--- src/rtl/kcpsmx3_inc.sv ---
// Purpose : shared types and constants for the KCPSMx instruction-fetch slice.
// Latency : n/a (declarations only).
// Backpressure: n/a.
//
// Contents: program-memory geometry (CODE_DEPTH), the instruction word type,
// the reset/interrupt vectors, the bubble instruction, and the pc-select helper
// used by the pc register's priority mux.
package kcpsmx3_inc;

    localparam int CODE_DEPTH  = 10;
    localparam int INSTR_WIDTH = 18;

    typedef logic [INSTR_WIDTH-1:0] instr_t;
    typedef logic [CODE_DEPTH-1:0]  code_addr_t;

    localparam code_addr_t RESET_VECTOR     = 10'h000;
    localparam code_addr_t INTERRUPT_VECTOR = 10'h3FF;
    // All-zero word; decode treats it as a no-op, so bubbles are harmless.
    localparam instr_t     NOP_INSTR        = '0;

    // Source of the next pc value, in descending priority order.
    typedef enum logic [1:0] {
        PC_SEL_VECTOR   = 2'd0,
        PC_SEL_REDIRECT = 2'd1,
        PC_SEL_HOLD     = 2'd2,
        PC_SEL_INC      = 2'd3
    } pc_sel_e;

    // Interrupt beats redirect beats stall beats sequential advance.
    function automatic pc_sel_e pc_select(input logic stall,
                                          input logic redirect,
                                          input logic interrupt_take);
        pc_sel_e sel;
        if (interrupt_take) begin
            sel = PC_SEL_VECTOR;
        end else if (redirect) begin
            sel = PC_SEL_REDIRECT;
        end else if (stall) begin
            sel = PC_SEL_HOLD;
        end else begin
            sel = PC_SEL_INC;
        end
        return sel;
    endfunction

    // Sequential successor; wraps silently at the top of program memory.
    function automatic code_addr_t pc_increment(input code_addr_t pc);
        return pc + code_addr_t'(1);
    endfunction

endpackage

--- src/rtl/kcpsmx_pc.sv ---
// Purpose : program counter register with interrupt/redirect/stall priority mux.
// Latency : next value visible one clock after the controlling inputs.
// Backpressure: stall holds the pc unless a redirect or interrupt overrides it.
//
// Ports:
//   clk, reset        - clock and asynchronous active-high reset
//   stall             - hold the pc (ignored when redirect/interrupt_take)
//   redirect          - load redirect_address
//   redirect_address  - branch/call/return target
//   interrupt_take    - load INTERRUPT_VECTOR (highest priority)
//   pc                - current fetch address
module kcpsmx_pc
    import kcpsmx3_inc::*;
(
    input  logic                  clk,
    input  logic                  reset,
    input  logic                  stall,
    input  logic                  redirect,
    input  logic [CODE_DEPTH-1:0] redirect_address,
    input  logic                  interrupt_take,
    output logic [CODE_DEPTH-1:0] pc
);

    pc_sel_e                 pc_sel;
    logic [CODE_DEPTH-1:0]   pc_next;

    always_comb begin
        pc_sel  = pc_select(stall, redirect, interrupt_take);
        pc_next = pc;
        case (pc_sel)
            PC_SEL_VECTOR:   pc_next = INTERRUPT_VECTOR;
            PC_SEL_REDIRECT: pc_next = redirect_address;
            PC_SEL_HOLD:     pc_next = pc;
            PC_SEL_INC:      pc_next = pc_increment(pc);
            default:         pc_next = pc;
        endcase
    end

    always_ff @(posedge clk or posedge reset) begin
        if (reset) begin
            pc <= RESET_VECTOR;
        end else begin
            pc <= pc_next;
        end
    end

endmodule

--- src/rtl/kcpsmx_ifu.sv ---
// Purpose : instruction fetch unit; drives program memory and the IF/ID register.
// Latency : address issued in cycle n reaches id_* in cycle n+2; redirect costs 2 bubbles.
// Backpressure: stall freezes pc, fetch tracking and IF/ID and gates the memory read.
//
// Ports:
//   clk, reset        - clock and asynchronous active-high reset
//   code_address      - program-memory read address (the pc)
//   code_enable       - program-memory read enable; memory output holds when low
//   instruction_in    - program-memory data, valid one cycle after an enabled read
//   stall             - downstream cannot accept this cycle
//   redirect          - taken jump/call/return; redirect_address is the target
//   interrupt_take    - interrupt accepted; fetch restarts at INTERRUPT_VECTOR
//   id_instruction    - IF/ID instruction register
//   id_pc             - address of id_instruction
//   id_valid          - id_instruction is live (0 = bubble)
//   interrupt_return  - address to push on interrupt entry
module kcpsmx_ifu
    import kcpsmx3_inc::*;
(
    input  logic                  clk,
    input  logic                  reset,
    output logic [CODE_DEPTH-1:0] code_address,
    output logic                  code_enable,
    input  instr_t                instruction_in,
    input  logic                  stall,
    input  logic                  redirect,
    input  logic [CODE_DEPTH-1:0] redirect_address,
    input  logic                  interrupt_take,
    output instr_t                id_instruction,
    output logic [CODE_DEPTH-1:0] id_pc,
    output logic                  id_valid,
    output logic [CODE_DEPTH-1:0] interrupt_return
);

    logic [CODE_DEPTH-1:0] pc;
    logic [CODE_DEPTH-1:0] fetch_pc_q;     // address of the read whose data lands next cycle
    logic                  fetch_valid_q;  // that read is on the correct path
    logic                  kill;
    logic                  advance;
    logic [CODE_DEPTH-1:0] interrupt_return_next;

    kcpsmx_pc u_pc (
        .clk              (clk),
        .reset            (reset),
        .stall            (stall),
        .redirect         (redirect),
        .redirect_address (redirect_address),
        .interrupt_take   (interrupt_take),
        .pc               (pc)
    );

    // A kill discards both the in-flight read and the IF/ID contents, and it
    // overrides stall so the new path starts fetching immediately.
    assign kill    = redirect | interrupt_take;
    assign advance = !stall && !kill;

    assign code_address = pc;
    // The read issued during a kill cycle is on the wrong path; it is still
    // enabled (memory is idle otherwise) but fetch_valid_q marks it dead.
    assign code_enable  = !reset && (!stall || kill);

    // Return address is the oldest instruction that has not yet executed.
    // With a coincident redirect the branch target is where execution resumes.
    always_comb begin
        interrupt_return_next = interrupt_return;
        if (interrupt_take) begin
            if (redirect) begin
                interrupt_return_next = redirect_address;
            end else if (id_valid) begin
                interrupt_return_next = id_pc;
            end else if (fetch_valid_q) begin
                interrupt_return_next = fetch_pc_q;
            end else begin
                interrupt_return_next = pc;
            end
        end
    end

    always_ff @(posedge clk or posedge reset) begin
        if (reset) begin
            fetch_pc_q    <= RESET_VECTOR;
            fetch_valid_q <= 1'b0;
        end else if (kill) begin
            fetch_valid_q <= 1'b0;
        end else if (advance) begin
            fetch_pc_q    <= pc;
            fetch_valid_q <= 1'b1;
        end
    end

    // id_pc is left alone on a kill; it is only meaningful while id_valid.
    always_ff @(posedge clk or posedge reset) begin
        if (reset) begin
            id_instruction <= NOP_INSTR;
            id_pc          <= RESET_VECTOR;
            id_valid       <= 1'b0;
        end else if (kill) begin
            id_instruction <= NOP_INSTR;
            id_valid       <= 1'b0;
        end else if (advance) begin
            id_instruction <= instruction_in;
            id_pc          <= fetch_pc_q;
            id_valid       <= fetch_valid_q;
        end
    end

    always_ff @(posedge clk or posedge reset) begin
        if (reset) begin
            interrupt_return <= RESET_VECTOR;
        end else begin
            interrupt_return <= interrupt_return_next;
        end
    end

endmodule

--- config.mk ---
export PLATFORM = sky130hd
export DESIGN_NAME = kcpsmx_ifu
export DESIGN_NICKNAME = d
export VERILOG_FILES = /design/src/rtl/kcpsmx3_inc.sv /design/src/rtl/kcpsmx_pc.sv /design/src/rtl/kcpsmx_ifu.sv
export SDC_FILE = /design/constraint.sdc
export NUM_CORES = 1
export LEC_CHECK = 0
export CAP_MARGIN = 20
export CORE_MARGIN = 4
export CORE_UTILIZATION = 30
export CTS_BUF_LIST = sky130_fd_sc_hd__clkbuf_16
export DETAILED_ROUTE_END_ITERATION = 16
export PLACE_DENSITY = 0.62
export SLEW_MARGIN = 15
export SYNTH_ARGS = -nofsm -noshare
export SYNTH_HDL_FRONTEND = slang
export SYNTH_HIERARCHICAL = 1
export SYNTH_SLANG_ARGS = --single-unit
--- constraint.sdc ---
create_clock -name clk -period 2.91 [get_ports clk]
set_input_delay 0.4365 -clock clk [delete_from_list [all_inputs] [get_ports clk]]
set_output_delay 0.4365 -clock clk [all_outputs]
set_load 0.01 [all_outputs]
Word-level counts from Yosys, hierarchy flattened
Cells that the tools add are included. W data, S select, Z words.

Flip-flop bits (word level): 60. Input bits: 33. Word-level logic and storage cells: 35.

$add $sub $neg: 1. Eq/ne operators: 3. Multiplexer cells: 13. Bitwise logic cells: 2. Reductions and logical operators: 9.

Operators by type and width (count): $mux W18 (2); $mux W10 (3); $pmux W10 S3 (1); $add A10 B1 Y10 const B (1); $mux W1 (5); $eq A2 B2 Y1 const B (2); $mux W2 (2); $logic_not A1 Y1 (3); $eq A2 B1 Y1 const B (1); $logic_and A1 B1 Y1 (2); $logic_not A2 Y1 (1); $reduce_and A2 Y1 (1); $reduce_bool A2 Y1 (1); $logic_or A1 B1 Y1 (1); $not A1 Y1 (1); $or A1 B1 Y1 (1).

Longest topological paths before layout
Gate-level depths: netlist of the first run.

Depth after elaboration: 5. Gate-level depth with buffers: 5.

Cells and area by module
The synthesis of the first run kept the hierarchy.

Modules (own cells, without submodules): kcpsmx_ifu (times used 1, cells an instance 149, area an instance 2042.0 µm², sequential area each 1251.2 µm²); kcpsmx_pc (times used 1, cells an instance 64, area an instance 584.3 µm², sequential area each 250.2 µm²).

Worst setup path before layout of the first run
Ideal clock, no wire load.

Kind: input to output. From: input interrupt_take. To: output code_enable. Arrival: 1046 ps. Slack: 1427 ps. Stages: 3. Cell sequence: nor3b_1 > clkbuf_1 > nor2_1.

Cells in the longest elaborated chain, start to end: 3.

Ends and longest elaborated chain: from (decl) (RTL line kcpsmx_ifu.sv:28) `input logic interrupt_take,`; $or A1 B1 Y1 (RTL line kcpsmx_ifu.sv:54) `assign kill = redirect | interrupt_take;`; $logic_or A1 B1 Y1 (RTL line kcpsmx_ifu.sv:60) `assign code_enable = !reset && (!stall || kill);`; $logic_and A1 B1 Y1 (RTL line kcpsmx_ifu.sv:60); to (decl) (RTL line kcpsmx_ifu.sv:23) `output logic code_enable,`.

Every way passes these cells.

Final worst setup path of the first run
From: input redirect. To: output code_enable.

Cells in the longest elaborated chain, start to end: 3.

Ends and longest elaborated chain: from (decl) (RTL line kcpsmx_ifu.sv:26) `input logic redirect,`; $or A1 B1 Y1 (RTL line kcpsmx_ifu.sv:54); $logic_or A1 B1 Y1 (RTL line kcpsmx_ifu.sv:60); $logic_and A1 B1 Y1 (RTL line kcpsmx_ifu.sv:60).

Every way passes these cells.

==> results.json, run 1 <==
{
  "fmax_ghz": 0.461,
  "ys_ff_latch": 60,
  "dieArea_mm2": 0.0103,
  "tns_ns": 0,
  "worst_pin_slew_ns": 0.555,
  "cp_common_cell": "clkdlybuf4s50_1",
  "worst-path-buf-inv": 2,
  "die_height_um": 102,
  "fp.dieW_um": 102,
  "first_global_vias": 2210,
  "yosysSeqAreaShare_pct": 57.2,
  "dpl-instance-area_mm2": 0.00358,
  "io_pins": 83,
  "synth_xor_area_share_pct": 2.00,
  "yosys_warnings": 6,
  "post_cts_resized": 0,
  "synth_top_cell_by_area": "dfrtp_1",
  "crit_family": "buffers and inverters",
  "dp_hpwl_um": 4850,
  "firstDrtPassIters": 4,
  "synth_simple_gate_area_share_pct": 7.86,
  "area_delta_synth_final_pct": 45.8,
  "clk_path_buf_depth": 2,
  "vias_per_cell": 5.08,
  "synth-compound-area-share_pct": 15.0,
  "synth_top_area_share_pct": 57.2,
  "clock-sinks": 60,
  "core-area_mm2": 0.00838,
  "status": "finished clean",
  "cts.clk_slew.worst_paths_ns": 0.05,
  "p_leak_nw": 1.51,
  "yosys.area_share.adder_pct": 0.476,
  "hp-class": "input pin to async pin",
  "fin_area_mm2": 0.00383,
  "slowest_delay_ns": 0.57,
  "place_congestion": 0.832,
  "synth.distinct_cells": 33,
  "p_sw_share_pct": 26.0,
  "crit_chain": "clkdlybuf4s50_1 > nor3b_2 > nor2_1 > clkdlybuf4s50_1",
  "synth-main-ff-cell": "dfrtp_1",
  "overflow": 0,
  "path_max_fanout": 2,
  "comb_power_share_pct": 20.3,
  "antenna_cells": 0,
  "drt_iter0_markers": 92,
  "period_share_pct": 74.5,
  "port_buffers": 82,
  "syn-num-nets": 247,
  "critPathLaunchType": "input pin",
  "post-route-min-period_ns": 2.17,
  "hold_buffers": 0,
  "grt_setup_unrepaired": "no",
  "drv_cap": 0,
  "power.density_mw_per_mm2": 637,
  "routed_wl_um": 7050,
  "arrival_ns": 1.73,
  "cts_buffers": 9,
  "synth_mux_area_share_pct": 14.4,
  "clockPowerShare_pct": 36.7,
  "grt_max_degree": 40,
  "tritoncts": "built",
  "vias": 2079,
  "power.internal_mw": 1.81,
  "async_reset_ff_share_pct": 100,
  "drive_above_1_share_pct": 17.4,
  "std_cell_rows": 33,
  "finalClockSkew_ns": 0.00687,
  "routedWlPerCell_um": 17.2,
  "post_cts_buffers": 0,
  "maxSlewViolCount": 0,
  "pwr-share-seq_pct": 43.0,
  "cts_root_buffer": "clkbuf_16",
  "finalHoldViolCount": 0,
  "avgSynthCellArea_um2": 12.3,
  "final_nets": 335,
  "synth_area_leaders": "dfrtp_1 (57%), mux2_2 (13%), a22o_1 (6.3%)",
  "layout_common_cells": "clkdlybuf4s50_1 (82), dfrtp_1 (60), mux2_2 (31)",
  "remaining_drc_errors": 0,
  "syn_area_mm2": 0.00263,
  "ir_drop_uv": 280,
  "setup_violations": 0,
  "worstPathRequired_ns": 2.47,
  "final_common_cell": "clkdlybuf4s50_1",
  "antenna_left": 0,
  "initial_core_util_pct": 31.3,
  "end_kind": "output pin",
  "switching_power_uw": 634,
  "antenna_found_initial": 0,
  "htreeDepth": 3,
  "synth_top_family_by_area": "compound AO/OA/AOI/OAI gates",
  "synth_edf_count": 0,
  "relSlewSlack_pct": 63.0,
  "path_class": "input pin to output pin",
  "clk_latency_ns": 0.32,
  "crit_slowest_cell": "clkdlybuf4s50_1",
  "grt.total_usage_pct": 14.7,
  "synth_cells": 213,
  "grt_pass1_wl_um": 11500
}
==> sequential cells by signal, summed over array words and instances, names as in the netlist <==
| register | count |
|---|---|
| fetch_pc_q | 10 |
| fetch_valid_q | 1 |
| id_instruction | 18 |
| id_pc | 10 |
| id_valid | 1 |
| interrupt_return | 10 |
| u_pc/pc | 10 |
==> cells in the mapped netlist (3+ instances only) <==
master	instances
inv_1	4
o22ai_1	20
mux2i_1	3
dfrtp_1	60
xor2_1	4
nand3_1	3
clkbuf_1	3
a21oi_1	13
nand2_1	7
nor3_1	4
nor2_1	9
nand4b_1	3
buf_2	7
a22o_1	19
mux2_2	31
==> cells by family after synthesis <==
family | Yosys count
multiplexers | 34
AO/OA/AOI/OAI | 57
buffers and inverters | 17
XOR/XNOR | 6
adder cells (fa/ha/maj) | 1
flip-flops | 60
AND/OR/NAND/NOR | 38
==> power by group through the flow <==
| stage | logic, mW | clock network, mW | registers, mW |
|---|---|---|---|
| after floorplan | 0.198 | 0 | 1.07 |
| after global placement | 0.496 | 0 | 1.06 |
| after detailed placement | 0.502 | 0 | 1.06 |
| after CTS | 0.505 | 0.918 | 1.05 |
| after global routing | 0.536 | 0.944 | 1.07 |
| final | 0.495 | 0.896 | 1.05 |
==> cell type report <==
| type | count | area, um^2 |
|---|---|---|
| timing repair buffer | 89 | 873 |
| inverter | 5 | 18.8 |
| clock buffer | 9 | 225 |
| tap | 105 | 131 |
| fill | 795 | 4550 |
| multi-input combinational | 136 | 1060 |
| sequential | 60 | 1500 |
| clock inverter | 5 | 22.5 |
==> final timing paths <==
check | startpoint | endpoint | slack (ns) | cells past startpoint
max reg2reg | u_pc/pc[0] | u_pc/pc[8] | 1.34 | 5
min | reset | fetch_valid_q | 0.49 | 2
max in group asynchronous | reset | fetch_pc_q[8] | 1.87 | 3
min reg2reg | id_instruction[15] | id_instruction[15] | 0.50 | 1
min in group clk | id_instruction[15] | id_instruction[15] | 0.50 | 1
max | redirect | code_enable | 0.74 | 4
==> metrics by stage <==
step,setup slack [ns],utilization [%],total power [mW],cells,hold WS [ns]
2_1_floorplan,1.27,-,1.27,213,0.277
3_3_place_gp,0.508,42.7,1.55,395,0.485
3_5_place_dp,0.531,42.7,1.57,395,0.482
4_1_cts,0.738,45.7,2.47,409,0.498
5_1_grt,0.694,45.7,2.55,409,0.515
6_report,0.743,45.7,2.44,409,0.487
==> routing by layer <==
| metal | GRT usage (%) | wire, um | vias to the layer above |
|---|---|---|---|
| met3 | 5.37 | 629 | 4 |
| li1 | - | - | 978 |
| met4 | 4.91 | 40 | 0 |
| met2 | 22.1 | 3330 | 78 |
| met1 | 19.6 | 3040 | 1019 |
| met5 | 0 | 0 | - |
Note: power is estimated with default switching activity, not from simulation.
==> run 2: changes to the inputs <==
- PLACE_DENSITY: 0.62 -> 0.64
- clock period: 2.91 -> 1.7 ns (I/O delays scaled with it)
==> run 2 against run 1 <==
Effect of this change: non-clock buffer count up 20; global-route usage up 0.37 points; worst hold slack got worse by 0.096 ns.
==> results.json, run 2 (same netlist as run 1, synthesis figures left out) <==
{
  "crit_slowest_cell": "clkdlybuf4s50_1",
  "firstDrtPassIters": 5,
  "final_cells": 431,
  "path_class": "register to output pin",
  "clk_path_buf_depth": 2,
  "overflow": 0,
  "core-area_mm2": 0.00838,
  "ir_drop_uv": 577,
  "drive_above_1_share_pct": 23.9,
  "use_met1_pct": 19.0,
  "r2r-start": "u_pc/pc[0]",
  "antenna_cells": 0,
  "relSlewSlack_pct": 72.1,
  "grt_setup_unrepaired": "no",
  "port_buffers": 82,
  "final_common_cell": "clkdlybuf4s50_1",
  "std_cell_rows": 33,
  "gr-usage-met2_pct": 23.6,
  "vias_per_cell": 4.98,
  "remaining_drc_errors": 0,
  "reg2reg_depth": 5,
  "status": "finished clean",
  "fp.dieW_um": 102,
  "largest_reg_flops": 18,
  "routedWlPerCell_um": 16.9,
  "worst-path-buf-inv": 2,
  "cts.clk_slew.worst_paths_ns": 0.05,
  "place_congestion": 0.818,
  "grtUsageMet3_pct": 5.44,
  "worst_pin_slew_ns": 0.418,
  "antenna_found_initial": 0,
  "finalPower_mw": 4.31,
  "period_share_pct": 96.6,
  "fmax_ghz": 0.609,
  "grt_pass1_wl_um": 11800,
  "end_kind": "output pin",
  "antenna_left": 0,
  "final_nets": 355,
  "crit_chain": "buf_4 > clkdlybuf4s50_1",
  "hp-class": "input pin to async pin",
  "cts_buffers": 9,
  "drt_iter0_markers": 113,
  "finalHoldViolCount": 0,
  "io_pins": 83,
  "htreeDepth": 3,
  "path_max_fanout": 7,
  "maxSlewViolCount": 0,
  "finalClockSkew_ns": 0.00688,
  "utilization_pct": 48.0,
  "post_cts_buffers": 0,
  "reg2reg_to": "u_pc/pc[8]",
  "die_height_um": 102,
  "worstPathRequired_ns": 1.44,
  "initial_core_util_pct": 31.3,
  "regMostFlops": "id_instruction",
  "cts_root_buffer": "clkbuf_16",
  "r2r_slack_ns": 0.28,
  "slowest_delay_ns": 0.54,
  "crit_family": "buffers and inverters",
  "dp_hpwl_um": 5260,
  "arrival_ns": 1.39,
  "area_delta_synth_final_pct": 53.1,
  "post-route-min-period_ns": 1.64,
  "critPathLaunchType": "register",
  "grt.total_usage_pct": 15.0,
  "layout_common_cells": "clkdlybuf4s50_1 (81), dfrtp_1 (58), mux2_2 (31)",
  "setup_violations": 0,
  "vias": 2145,
  "clk_latency_ns": 0.33,
  "p_leak_nw": 1.60,
  "dieArea_mm2": 0.0103,
  "clock-sinks": 60,
  "grt-busiest-layer": "met2",
  "drv_cap": 0,
  "power.density_mw_per_mm2": 1070,
  "routed_wl_um": 7280,
  "grt_max_degree": 34,
  "dp.cells": 415,
  "tritoncts": "built",
  "first_global_vias": 2315
}
-- run 2: cell count changes in the layout (fill, tap and decap cells not counted), moves of 2 or more --
cell	change
clkinvlp_4	+4
dfrtp_1	-2
buf_4	+19
dfrtp_2	+2
-- run 2: power by group --
part	switching [mW]	internal [mW]	leakage, nW
clock	0.647	0.973	0.121
combinational	0.356	0.556	0.794
sequential	0.159	1.62	0.690
total	1.16	3.15	1.60
-- run 2: worst max path at each step --
| stage | startpoint | endpoint | slack, ns | cells after the start |
|---|---|---|---|---|
| after global placement | interrupt_take | code_enable | -0.13 | 5 |
| after detailed placement | interrupt_take | code_enable | -0.15 | 5 |
| after CTS | u_pc/pc[2] | code_address[2] | 0.006 | 1 |
| after floorplan | reset | fetch_pc_q[0] | 0.24 | 1 |
| final | u_pc/pc[1] | code_address[1] | 0.06 | 2 |
| after global routing | interrupt_take | code_enable | 0.01 | 5 |
-- run 2: per-stage QoR --
| step | TNS (ns) | setup slack, ns | instance area, um^2 | hold slack, ns |
|---|---|---|---|---|
| 6_report | 0 | 0.0575 | 4020 | 0.391 |
| 5_1_grt | 0 | 0.0115 | 4020 | 0.434 |
| 4_1_cts | 0 | 0.00618 | 4010 | 0.405 |
| 3_5_place_dp | -3.65 | -0.155 | 3740 | 0.482 |
| 3_3_place_gp | -2.39 | -0.135 | 3740 | 0.488 |
| 2_1_floorplan | 0 | 0.241 | 2630 | 0.0952 |
-- run 2: layout make-up --
cell class	count	area (um^2)
multi-input combinational	136	1060
timing repair buffer	109	1040
fill	778	4360
tap	105	131
inverter	5	18.8
sequential	60	1500
clock buffer	9	225
clock inverter	7	43.8
-- run 2: timing repair --
| action | CTS | global route |
|---|---|---|
| setup endpoints to repair | 1 | 3 |
| resized for setup | 1 | 4 |
| endpoints found under the hold margin | 0 | 0 |
| hold buffers | 0 | 0 |
-- run 2: layer usage --
layer / routed length (um) / vias up
met5: 0 / -
met1: 3110 / 1037
met2: 3490 / 84
met4: 114 / 0
met3: 570 / 10
li1: - / 1014
-- run 2: worst min-delay path, delay by kind of cell --
kind,cells,cell delay (ns)
buffers and inverters,3,0.89
==> run 3: changes to the inputs <==
- DONT_BUFFER_PORTS: unset -> 1
- PLACE_DENSITY: 0.64 -> 0.51
==> run 3 against run 2 <==
Effect of this change: power down 3.7%; critical path depth up 1; worst setup slack better by 0.17 ns; register-to-register slack worse by 0.06 ns; clock skew about the same; maximum frequency up 11%; die area unchanged; count of clock-buffer cells in the layout unchanged; wire length down 8.9%; combinational power down 54%; critical endpoint is now interrupt_return[5].
==> results.json, run 3 (same netlist as run 1, synthesis figures left out) <==
{
  "clock-sinks": 60,
  "cts_buffers": 9,
  "gr-usage-met2_pct": 19.9,
  "status": "finished clean",
  "area_delta_synth_final_pct": 19.0,
  "regMostFlops": "id_instruction",
  "routedWlPerCell_um": 19.9,
  "clockPowerShare_pct": 45.0,
  "cts.clk_slew.worst_paths_ns": 0.05,
  "first_global_vias": 1827,
  "antenna_found_initial": 0,
  "worst_pin_slew_ns": 0.561,
  "p_sw_share_pct": 24.9,
  "setup_violations": 0,
  "htreeDepth": 3,
  "finalPower_mw": 4.16,
  "grt_pass1_wl_um": 10600,
  "path_class": "register to register",
  "std_cell_rows": 33,
  "path_max_fanout": 10,
  "fp.dieW_um": 102,
  "post_cts_resized": 0,
  "hold_buffers": 3,
  "dpl-instance-area_mm2": 0.00279,
  "io_pins": 83,
  "grtUsageMet3_pct": 8.88,
  "die_height_um": 102,
  "power.density_mw_per_mm2": 1330,
  "dieArea_mm2": 0.0103,
  "hp-class": "input pin to register",
  "fmax_ghz": 0.678,
  "clk_path_buf_depth": 2,
  "antenna_cells": 0,
  "port_buffers": 0,
  "initial_core_util_pct": 31.3,
  "maxSlewViolCount": 0,
  "utilization_pct": 37.3,
  "ir_drop_uv": 619,
  "grt.total_usage_pct": 13.6,
  "remaining_drc_errors": 0,
  "pwr-share-seq_pct": 45.0,
  "antenna_left": 0,
  "arrival_ns": 1.68,
  "overflow": 0,
  "use_met1_pct": 17.1,
  "dp_hpwl_um": 4670,
  "drive_above_1_share_pct": 24.9,
  "largest_reg_flops": 18,
  "fin_area_mm2": 0.00313,
  "grt_max_degree": 34,
  "worstPathRequired_ns": 1.90,
  "final_common_cell": "dfrtp_1",
  "critPathLaunchType": "register",
  "layout_common_cells": "dfrtp_1 (60), mux2_2 (31), o22ai_1 (20)",
  "drv_cap": 0,
  "vias_per_cell": 5.31,
  "firstDrtPassIters": 4,
  "final_nets": 258,
  "drt_iter0_markers": 42,
  "vias": 1774,
  "comb_power_share_pct": 10.1,
  "fillers": 818,
  "power.internal_mw": 3.12,
  "finalClockSkew_ns": 0.00648,
  "place_congestion": 0.739,
  "routed_wl_um": 6640,
  "grt_setup_unrepaired": "no",
  "holdWs_ns": 0.0211,
  "tns_ns": 0,
  "grt-busiest-layer": "met2",
  "end_kind": "register",
  "clk_latency_ns": 0.32,
  "p_leak_nw": 1.25,
  "tritoncts": "built",
  "cts_root_buffer": "clkbuf_16",
  "finalHoldViolCount": 0,
  "post_cts_buffers": 0,
  "relSlewSlack_pct": 62.6,
  "switching_power_mw": 1.04,
  "core-area_mm2": 0.00838,
  "post-route-min-period_ns": 1.48,
  "period_share_pct": 86.8
}
run 3: changes by cell type in the layout (fill, tap and decap cells not counted), sizes merged:
cell / delta
buf: -18
bufinv: +2
clkdlybuf4s15: -1
clkdlybuf4s50: -81
clkinv: +1
clkinvlp: -4
dlygate4sd3: +3
inv: +1
run 3: critical path, cell delays in order (launching register included):
cell	delay (ns)
dfrtp_1	0.44
or3b_1	0.62
o22ai_1	0.22
a21oi_1	0.07
run 3: layout make-up:
type                            instances  area (um^2)  area share, %
Sequential cell                        60         1500           48.0
Multi-Input combinational cell        136         1060           33.8
Clock buffer                            9          225           7.21
Tap cell                              105          131           4.20
Timing Repair Buffer                   12          110           3.52
Clock inverter                          7         82.6           2.64
Inverter                                5         18.8          0.600
run 3: per-stage QoR:
stage	std cells	setup slack (ns)
6_report	334	0.224
5_1_grt	334	0.165
4_1_cts	334	0.218
3_5_place_dp	315	0.252
3_3_place_gp	315	0.276
2_1_floorplan	213	0.241
run 3: power groups by stage:
stage	Sequential [mW]	Clock (mW)	Combinational, mW
floorplan	1.84	0	0.339
global placement	1.90	0	0.407
detailed placement	1.90	0	0.419
finish	1.87	1.87	0.418
CTS	1.88	1.91	0.426
global route	1.90	1.99	0.470
run 3: final timing paths:
check,start,endpoint,slack (ns),cells past startpoint
min in group asynchronous,reset,interrupt_return[5],0.43,2
setup reg to reg,id_valid,interrupt_return[5],0.22,3
hold reg to reg,fetch_pc_q[8],id_pc[8],0.53,1
max in group asynchronous,reset,id_pc[2],0.75,3
hold / removal,interrupt_take,interrupt_return[4],0.02,1
setup / recovery,id_valid,interrupt_return[5],0.22,3
run 3: per-layer routing:
layer  wire length (um)  part of all wire [%]
met1               2800                    42
met3                878                    13
met2               2920                    44
met4                 36                  0.54
met5                  0                     0
